`src/rtl/alu_seq.sv`:
```
// ---------------------------------------------------------------------------
// alu_seq -- small sequential ALU.
//
// Single-cycle ops (AND, OR, SUB, ADD, SLT, NOP, DIV by zero) produce their
// result on the edge that accepts start. MUL (shift-add) and DIV (restoring
// division) spend WIDTH cycles in CALC, one bit per cycle, before DONE.
//
// Parameters:
//   WIDTH  operand / result width in bits (8..64)
//
// Ports:
//   clk    clock, rising edge
//   rst    asynchronous active-high reset
//   start  begin an operation (sampled in IDLE or DONE only)
//   a, b   operands, latched when start is accepted
//   op     0 AND, 1 OR, 2 SUB, 3 MUL, 4 DIV, 5 ADD, 6 SLT, 7 NOP (pass a)
//   busy   multi-cycle operation in progress
//   done   one-cycle pulse, s/z/dz(/ovf) just updated
//   s      result
//   z      result is zero
//   dz     last DIV had b == 0
//   ovf    overflow flag, present only when ALU_SEQ_OVF_EN is defined:
//          signed overflow for ADD/SUB, nonzero high product half for MUL
//
// Build option: define ALU_SEQ_OVF_EN to add the ovf port and its logic.
// ---------------------------------------------------------------------------
module alu_seq #(
    parameter int WIDTH = 32
) (
    input  logic             clk,
    input  logic             rst,
    input  logic             start,
    input  logic [WIDTH-1:0] a,
    input  logic [WIDTH-1:0] b,
    input  logic [2:0]       op,
    output logic             busy,
    output logic             done,
    output logic [WIDTH-1:0] s,
    output logic             z,
`ifdef ALU_SEQ_OVF_EN
    output logic             dz,
    output logic             ovf
`else
    output logic             dz
`endif
);

    localparam int CW = $clog2(WIDTH + 1);
    localparam int IW = $clog2(WIDTH);
`ifdef ALU_SEQ_OVF_EN
    localparam int PW = 2 * WIDTH;
`else
    localparam int PW = WIDTH;
`endif

    localparam logic [2:0] OP_AND = 3'd0;
    localparam logic [2:0] OP_OR  = 3'd1;
    localparam logic [2:0] OP_SUB = 3'd2;
    localparam logic [2:0] OP_MUL = 3'd3;
    localparam logic [2:0] OP_DIV = 3'd4;
    localparam logic [2:0] OP_ADD = 3'd5;
    localparam logic [2:0] OP_SLT = 3'd6;

    typedef enum logic [1:0] {
        IDLE,
        CALC,
        DONE
    } state_t;

    state_t           state;
    logic [CW-1:0]    cnt;
    logic [WIDTH-1:0] a_q;
    logic [WIDTH-1:0] b_q;
    logic [2:0]       op_q;
    logic [PW-1:0]    prod;
    logic [WIDTH-1:0] quo;
    logic [WIDTH-1:0] rem;

    logic [IW-1:0]    bit_idx;
    logic [PW-1:0]    prod_next;
    logic [WIDTH:0]   rem_sh;
    logic [WIDTH:0]   rem_diff;
    logic [WIDTH-1:0] rem_next;
    logic [WIDTH-1:0] quo_next;

    logic [WIDTH-1:0] sum;
    logic [WIDTH-1:0] dif;
    logic [WIDTH-1:0] quick_s;
    logic             long_op;
`ifdef ALU_SEQ_OVF_EN
    logic             quick_ovf;
`endif

    // One iteration of the multi-cycle datapath. Both MUL and DIV walk the
    // latched operand bits MSB first, indexed by the counter (cnt counts
    // WIDTH..1, so cnt-1 is the bit being processed). MUL is a Horner-style
    // shift-add: shift the partial product left, add a when the b bit is set.
    // DIV brings the next a bit into the remainder and keeps the trial
    // subtraction only when it does not go negative.
    always_comb begin
        bit_idx   = IW'(cnt - CW'(1));
        prod_next = (prod << 1) + (b_q[bit_idx] ? PW'(a_q) : PW'(0));
        rem_sh    = {rem, a_q[bit_idx]};
        rem_diff  = rem_sh - {1'b0, b_q};
        if (rem_diff[WIDTH]) begin
            rem_next = rem_sh[WIDTH-1:0];
            quo_next = quo << 1;
        end else begin
            rem_next = rem_diff[WIDTH-1:0];
            quo_next = (quo << 1) | WIDTH'(1);
        end
    end

    // Results of the ops that finish on the accepting edge, computed straight
    // from the inputs since they are registered on that same edge.
    always_comb begin
        sum     = a + b;
        dif     = a - b;
        long_op = (op == OP_MUL) || ((op == OP_DIV) && (b != '0));
        case (op)
            OP_AND:  quick_s = a & b;
            OP_OR:   quick_s = a | b;
            OP_SUB:  quick_s = dif;
            OP_ADD:  quick_s = sum;
            OP_SLT:  quick_s = (a < b) ? WIDTH'(1) : '0;
            OP_DIV:  quick_s = '1;
            default: quick_s = a;
        endcase
`ifdef ALU_SEQ_OVF_EN
        case (op)
            OP_ADD:  quick_ovf = (a[WIDTH-1] == b[WIDTH-1]) && (sum[WIDTH-1] != a[WIDTH-1]);
            OP_SUB:  quick_ovf = (a[WIDTH-1] != b[WIDTH-1]) && (dif[WIDTH-1] != a[WIDTH-1]);
            default: quick_ovf = 1'b0;
        endcase
`endif
    end

    // Control FSM with registered busy/done and result registers. IDLE and
    // DONE behave the same towards start, which is what lets single-cycle
    // ops stream at one result per clock. The result registers are written
    // only when entering DONE, so they hold between operations.
    always_ff @(posedge clk or posedge rst) begin
        if (rst) begin
            state <= IDLE;
            cnt   <= '0;
            a_q   <= '0;
            b_q   <= '0;
            op_q  <= '0;
            prod  <= '0;
            quo   <= '0;
            rem   <= '0;
            busy  <= 1'b0;
            done  <= 1'b0;
            s     <= '0;
            z     <= 1'b1;
            dz    <= 1'b0;
`ifdef ALU_SEQ_OVF_EN
            ovf   <= 1'b0;
`endif
        end else begin
            case (state)
                IDLE, DONE: begin
                    done <= 1'b0;
                    busy <= 1'b0;
                    if (start) begin
                        a_q  <= a;
                        b_q  <= b;
                        op_q <= op;
                        if (long_op) begin
                            state <= CALC;
                            busy  <= 1'b1;
                            cnt   <= CW'(WIDTH);
                            prod  <= '0;
                            quo   <= '0;
                            rem   <= '0;
                        end else begin
                            state <= DONE;
                            done  <= 1'b1;
                            s     <= quick_s;
                            z     <= (quick_s == '0);
                            dz    <= (op == OP_DIV);
`ifdef ALU_SEQ_OVF_EN
                            ovf   <= quick_ovf;
`endif
                        end
                    end else begin
                        state <= IDLE;
                    end
                end
                CALC: begin
                    cnt <= cnt - CW'(1);
                    if (op_q == OP_MUL) begin
                        prod <= prod_next;
                    end else begin
                        quo <= quo_next;
                        rem <= rem_next;
                    end
                    // The last iteration's result goes straight to s.
                    if (cnt == CW'(1)) begin
                        state <= DONE;
                        busy  <= 1'b0;
                        done  <= 1'b1;
                        dz    <= 1'b0;
                        if (op_q == OP_MUL) begin
                            s <= prod_next[WIDTH-1:0];
                            z <= (prod_next[WIDTH-1:0] == '0);
`ifdef ALU_SEQ_OVF_EN
                            ovf <= |prod_next[PW-1:WIDTH];
`endif
                        end else begin
                            s <= quo_next;
                            z <= (quo_next == '0);
`ifdef ALU_SEQ_OVF_EN
                            ovf <= 1'b0;
`endif
                        end
                    end
                end
                default: begin
                    state <= IDLE;
                    busy  <= 1'b0;
                    done  <= 1'b0;
                end
            endcase
        end
    end

endmodule

```
`config.mk`:
```
export PLATFORM = sky130hd
export DESIGN_NAME = alu_seq
export DESIGN_NICKNAME = d
export VERILOG_FILES = /design/src/rtl/alu_seq.sv
export SDC_FILE = /design/constraint.sdc
export NUM_CORES = 1
export LEC_CHECK = 0
export CORE_MARGIN = 4
export CORE_UTILIZATION = 47
export DETAILED_ROUTE_END_ITERATION = 8
export PLACE_DENSITY = 0.65
export SYNTH_ARGS = -nofsm -noshare
export SYNTH_HDL_FRONTEND = slang
export SYNTH_SLANG_ARGS = --single-unit
export TNS_END_PERCENT = 30
```
`constraint.sdc`:
```
create_clock -name clk -period 15.25 [get_ports clk]
set_clock_uncertainty 0.2 [all_clocks]
set_input_delay 4.575 -clock clk [delete_from_list [all_inputs] [get_ports clk]]
set_output_delay 4.575 -clock clk [all_outputs]
set_load 0.02 [all_outputs]
```
=== Yosys cells after proc, flatten, opt, wreduce, memory -nomap -nowiden ===
Cells that the tools add are included.

* Register bits after elaboration: 205
* Output and inout port bits: 36
* Word-level logic and storage cells: 98

* Reduce and logical (&&, ||, !) cells: 15
* Multiplexer cells: 45
* $lt $le $gt $ge: 2
* Eq/ne operators: 16
* Bitwise logic cells: 2
* Add/subtract/negate cells: 5

{| class="wikitable"
|+ Operator list
! cell !! count
|-
| 32-bit 2-to-1 mux || 9
|-
| 32-bit case mux with 6 select lines || 1
|-
| 32-bit case mux with 2 select lines || 2
|-
| 31-bit case mux with 2 select lines || 2
|-
| 32-bit logical NOT || 3
|-
| 32-bit adder || 2
|-
| 31-bit 2-to-1 mux || 2
|-
| 33-bit by 32-bit subtractor with 33-bit output || 1
|-
| 32-bit bitwise AND || 1
|-
| 32-bit < comparator || 1
|-
| 32-bit OR || 1
|-
| 32-bit nonzero test || 1
|-
| 32-bit subtractor || 1
|-
| 1-bit 2-to-1 mux || 16
|-
| 6-bit 2-to-1 mux || 2
|-
| 2-bit inequality test (second input constant) || 6
|-
| 6-bit case mux with 2 select lines || 1
|-
| 4-bit AND reduction || 3
|-
| 1-bit binary-select mux with 5-bit select || 2
|-
| 3-bit by 2-bit equality test with 1-bit output (second input constant) || 3
|-
| 3-bit equality test (second input constant) || 3
|-
| 1-bit case mux with 2 select lines || 4
|-
| 6-bit by 1-bit equality test with 1-bit output (second input constant) || 1
|-
| 5-bit by 6-bit < comparator with 1-bit output (second input constant) || 1
|-
| 14 further kinds || 16
|}

=== Longest topological paths before layout ===
* Depth after elaboration: 9
* Gate-level depth with buffers: 26
* Gate-level depth less buffers: 22

=== Worst setup path after synthesis ===
No wires, ideal clock.

* Kind: input to register
* From: input port b[5]
* To: register z
* Buffers on the path: 1
* Setup time: 0.105 ns
* Slack: 7.354 ns
* Data required time: 14.945 ns
* Stages: 16
* Arrival: 7.591 ns
* Cells stage by stage: inv_1 ha_1 clkbuf_1 nand4_1 or4_1 a31o_2 o21ai_1 a21o_1 nand3_1 and3b_1 xnor2_1 a221oi_1 a21oi_1 nor4_1 nand4_1 o41ai_1

* Cells in the longest elaborated chain, start to end: 7
* Elaborated cells on any way between the ends: 16

{| class="wikitable"
|+ Ends and longest elaborated chain
! what !! RTL line !! text
|-
| from (decl) || 34 || <nowiki>input logic [WIDTH-1:0] b,</nowiki>
|-
| 32-bit < comparator || 125 || <nowiki>OP_SLT: quick_s = (a < b) ? WIDTH'(1) : '0;</nowiki>
|-
| 1-bit 2-to-1 mux || 125 ||
|-
| 32-bit case mux with 6 select lines || 120 || <nowiki>case (op)</nowiki>
|-
| 32-bit logical NOT || 180 || <nowiki>z <= (quick_s == '0);</nowiki>
|-
| 1-bit 2-to-1 mux || 169 || <nowiki>if (long_op) begin</nowiki>
|-
| 1-bit 2-to-1 mux || 165 || <nowiki>if (start) begin</nowiki>
|-
| 1-bit case mux with 2 select lines || 161 || <nowiki>case (state)</nowiki>
|-
| to (signal assigned) || 180 ||
|-
| to (signal assigned) || 206 || <nowiki>z <= (prod_next[WIDTH-1:0] == '0);</nowiki>
|-
| to (signal assigned) || 212 || <nowiki>z <= (quo_next == '0);</nowiki>
|-
| to (decl) || 39 || <nowiki>output logic z,</nowiki>
|}

Parallel ways exist; a longest one is shown, timed or not. The select of a mux whose other input is x is not followed.
A chain may end at the register's enable or synchronous reset.

=== Final worst setup path ===
* From: input port a[1]
* To: register z

* Cells in the longest elaborated chain, start to end: 7
* Elaborated cells on any way between the ends: 11

{| class="wikitable"
|+ Ends and longest elaborated chain
! what !! RTL line !! text
|-
| from (decl) || 33 || <nowiki>input logic [WIDTH-1:0] a,</nowiki>
|-
| 32-bit < comparator || 125 ||
|-
| 1-bit 2-to-1 mux || 125 ||
|-
| 32-bit case mux with 6 select lines (*) || 120 ||
|-
| 32-bit logical NOT (*) || 180 ||
|-
| 1-bit 2-to-1 mux (*) || 169 ||
|-
| 1-bit 2-to-1 mux (*) || 165 ||
|-
| 1-bit case mux with 2 select lines (*) || 161 ||
|}

Mark *: on every way between the ends. The rest lies on a longest branch, timed or not. The select of a mux whose other input is x is not followed.

==> flow_summary.ini <==
[floorplanning]
die_area_um2 = 40500
num_rows = 70
fp.coreArea_um2 = 36700
ios = 106
die_h_um = 201
die_w_um = 201
initial_core_util = 0.479

[yosys]
yosys_warnings = 0
synth-seq-cells = 203
netlist.area_leader.share = 0.288
synth_area_per_cell_um2 = 8.05
synthCells = 2183
synth_nets = 2417
synth-async-reset-ratio = 1.00
synth_top_cell_by_area = dfrtp_1
synth.top_cells.by_area = dfrtp_1 (29%), ha_1 (11%), nand2_1 (5.6%)
ys_types = 91
synth.most_common_cell = nand2_1
synth_edf_count = 0
seq_area_frac_synth = 0.289
ys.flop_type = dfrtp_1
yosys-top-cells-count = nand2_1 (263), dfrtp_1 (202), nor2_1 (187)
syn_area_um2 = 17600

[detailed_routing]
route.detailed.wl_per_inst_um = 23.7
drt-vias-per-instance = 6.28
remaining_drc_errors = 0
drt_first_pass_iters = 7
vias = 16900
drt_iter0_markers = 1664
ant_nets = 0
routed_wl_um = 63900

[timing]
rsz0062_at_grt = false
worstMarginPinSlew_ns = 1.06
max_freq_mhz = 107
setup_viol = 0
hold_viol_final = 0
slew_headroom = 0.294
setup_tns_ns = 0
period_minus_slack_ns = 9.35
drv_slew = 0
period_share = 0.613

[global_route]
grt_pass1_vias = 16100
grt_usage = 0.304
grt_pass1_wl_um = 97500
use_met1 = 0.438
grt-ovfl-total = 0
grtUsageMet3 = 0.0329
grtUsageMet2 = 0.481
antenna_found_initial = 1
grt_max_degree = 87
busiest_layer = met2

[clocking]
numCtsBuffers = 26
cts_max_level = 1
cts_max_path_buffers = 3
cts_root_buf = clkbuf_16
path_clk_slew_ns = 0.06
cts-resized-gates = 0
tritoncts = done
hold_buffers = 0
post_cts_buffers = 0
worstSkewPairLatency_ns = 0.56
clock-sinks = 203

[setup_path]
reg2reg_slack_ns = 7.75
crit_arrival_ns = 9.59
crit_path_end_kind = flip-flop
worstReg2RegStart = cnt[0]
crit_required_ns = 15.49
cp_max_fo = 6
critPathKind = in -> reg
r2r_cells = 23
r2r-end = z
critPathLaunchType = input port

[final_layout]
drive_above_1_share = 0.0552
syn2layout_area_growth_pct = 12.6
diodes = 0
nFillCells = 3510
layout.nets = 2445
final_util = 0.539

[outcome]
status = complete, no violations

[power_and_ir_drop]
power_density_nw_per_um2 = 189
p_leak_uw = 0.00918
irDropWorstVdd_mv = 0.144

[place]
io_buffers = 105
place_congestion = 1.01
place_hpwl_um = 48700

[hold_path]
hp-start = s[24]
min_to = s[24]
worst_hold_path_type = reg -> reg
holdPathStages = 2

[run]
cap_violations = 0
metal layers:
metal,up-vias,wire [um]
li1,7882,-
met1,8199,28900
met2,719,28400
met3,120,4320
met4,2,2350
met5,-,7
critical path, stage by stage:
cell,delay [ns]
clkdlybuf4s50_1,0.67
inv_1,0.10
ha_1,0.35
or2_1,0.26
a221oi_2,0.45
o21ai_1,0.17
mux2i_1,0.15
o32ai_1,0.88
o221ai_1,0.50
nor4_1,0.29
nand4b_1,0.17
nor3_1,0.20
nand4b_1,0.13
nor3b_1,0.24
nand4_1,0.12
o41ai_1,0.33
cells by family (layout without fill, tap and decap cells):
logic type | count (synthesis) | in the layout | synth area share
xor gates and xnor gates | 80 | 80 | 0.0399
buffers and inverters | 274 | 318 | 0.0597
and+or+nand+nor | 697 | 697 | 0.182
muxes | 53 | 53 | 0.0445
AOI/OAI and AO/OA | 712 | 712 | 0.266
adders and majority gates | 164 | 164 | 0.119
DFF | 203 | 203 | 0.289
state kept, by name, indices dropped and copies added, names as in the netlist:
name	cells
op_q	3
s	32
quo	31
prod	31
z	1
b_q	32
done	1
cnt	6
state	1
a_q	32
dz	1
rem	32
stage by stage:
stage               total power, uW  instances  hold slack, ns  setup slack [ns]  instance area (um2)
floorplan                      2430       2183           0.252              4.94                17600
global placement               3040       2651           0.262              5.51                18900
detailed placement             3080       2651           0.256              5.58                18900
CTS                            3720       2695           0.269              6.13                19800
global route                   3990       2695           0.300              5.65                19800
finish                         3730       2695           0.263              5.90                19800
power breakdown:
group	switching (uW)	internal, uW	leakage (uW)
registers	155	709	0.00260
logic	1340	895	0.00615
clock network	250	382	0.000426
total	1750	1990	0.00918
layout by cell type (no fill, tap or decap), drive strengths merged, types with 37 or more instances in the layout:
cell type      synthesis  final
a21oi                129    129
nor3                  37     37
a22o                  48     48
a21o                  58     58
nor2                 187    187
dfrtp                202    202
ha                   160    160
nand2                263    263
nor2b                 50     50
xnor2                 55     55
inv                  147    149
o21ai                236    236
clkdlybuf4s50          0    102
nand3                 38     38
how the worst max path moves through the flow:
stage,startpoint,to,cells after the start
CTS,a[1],z,16
detailed placement,a[1],z,16
finish,a[1],z,16
floorplan,rst,a_q[0],1
global route,a[1],z,16
global placement,a[1],z,16
area by class of cell:
class / instances / area (um2) / area share
clock buffer: 32 / 714 / 0.0361
timing repair buffer: 127 / 1200 / 0.0608
tap: 468 / 586 / 0.0296
clock inverter: 12 / 153 / 0.00772
multi-input combinational: 1706 / 11500 / 0.580
sequential: 203 / 5080 / 0.257
inverter: 147 / 559 / 0.0283
No activity file was read; power rests on OpenSTA's default activity.
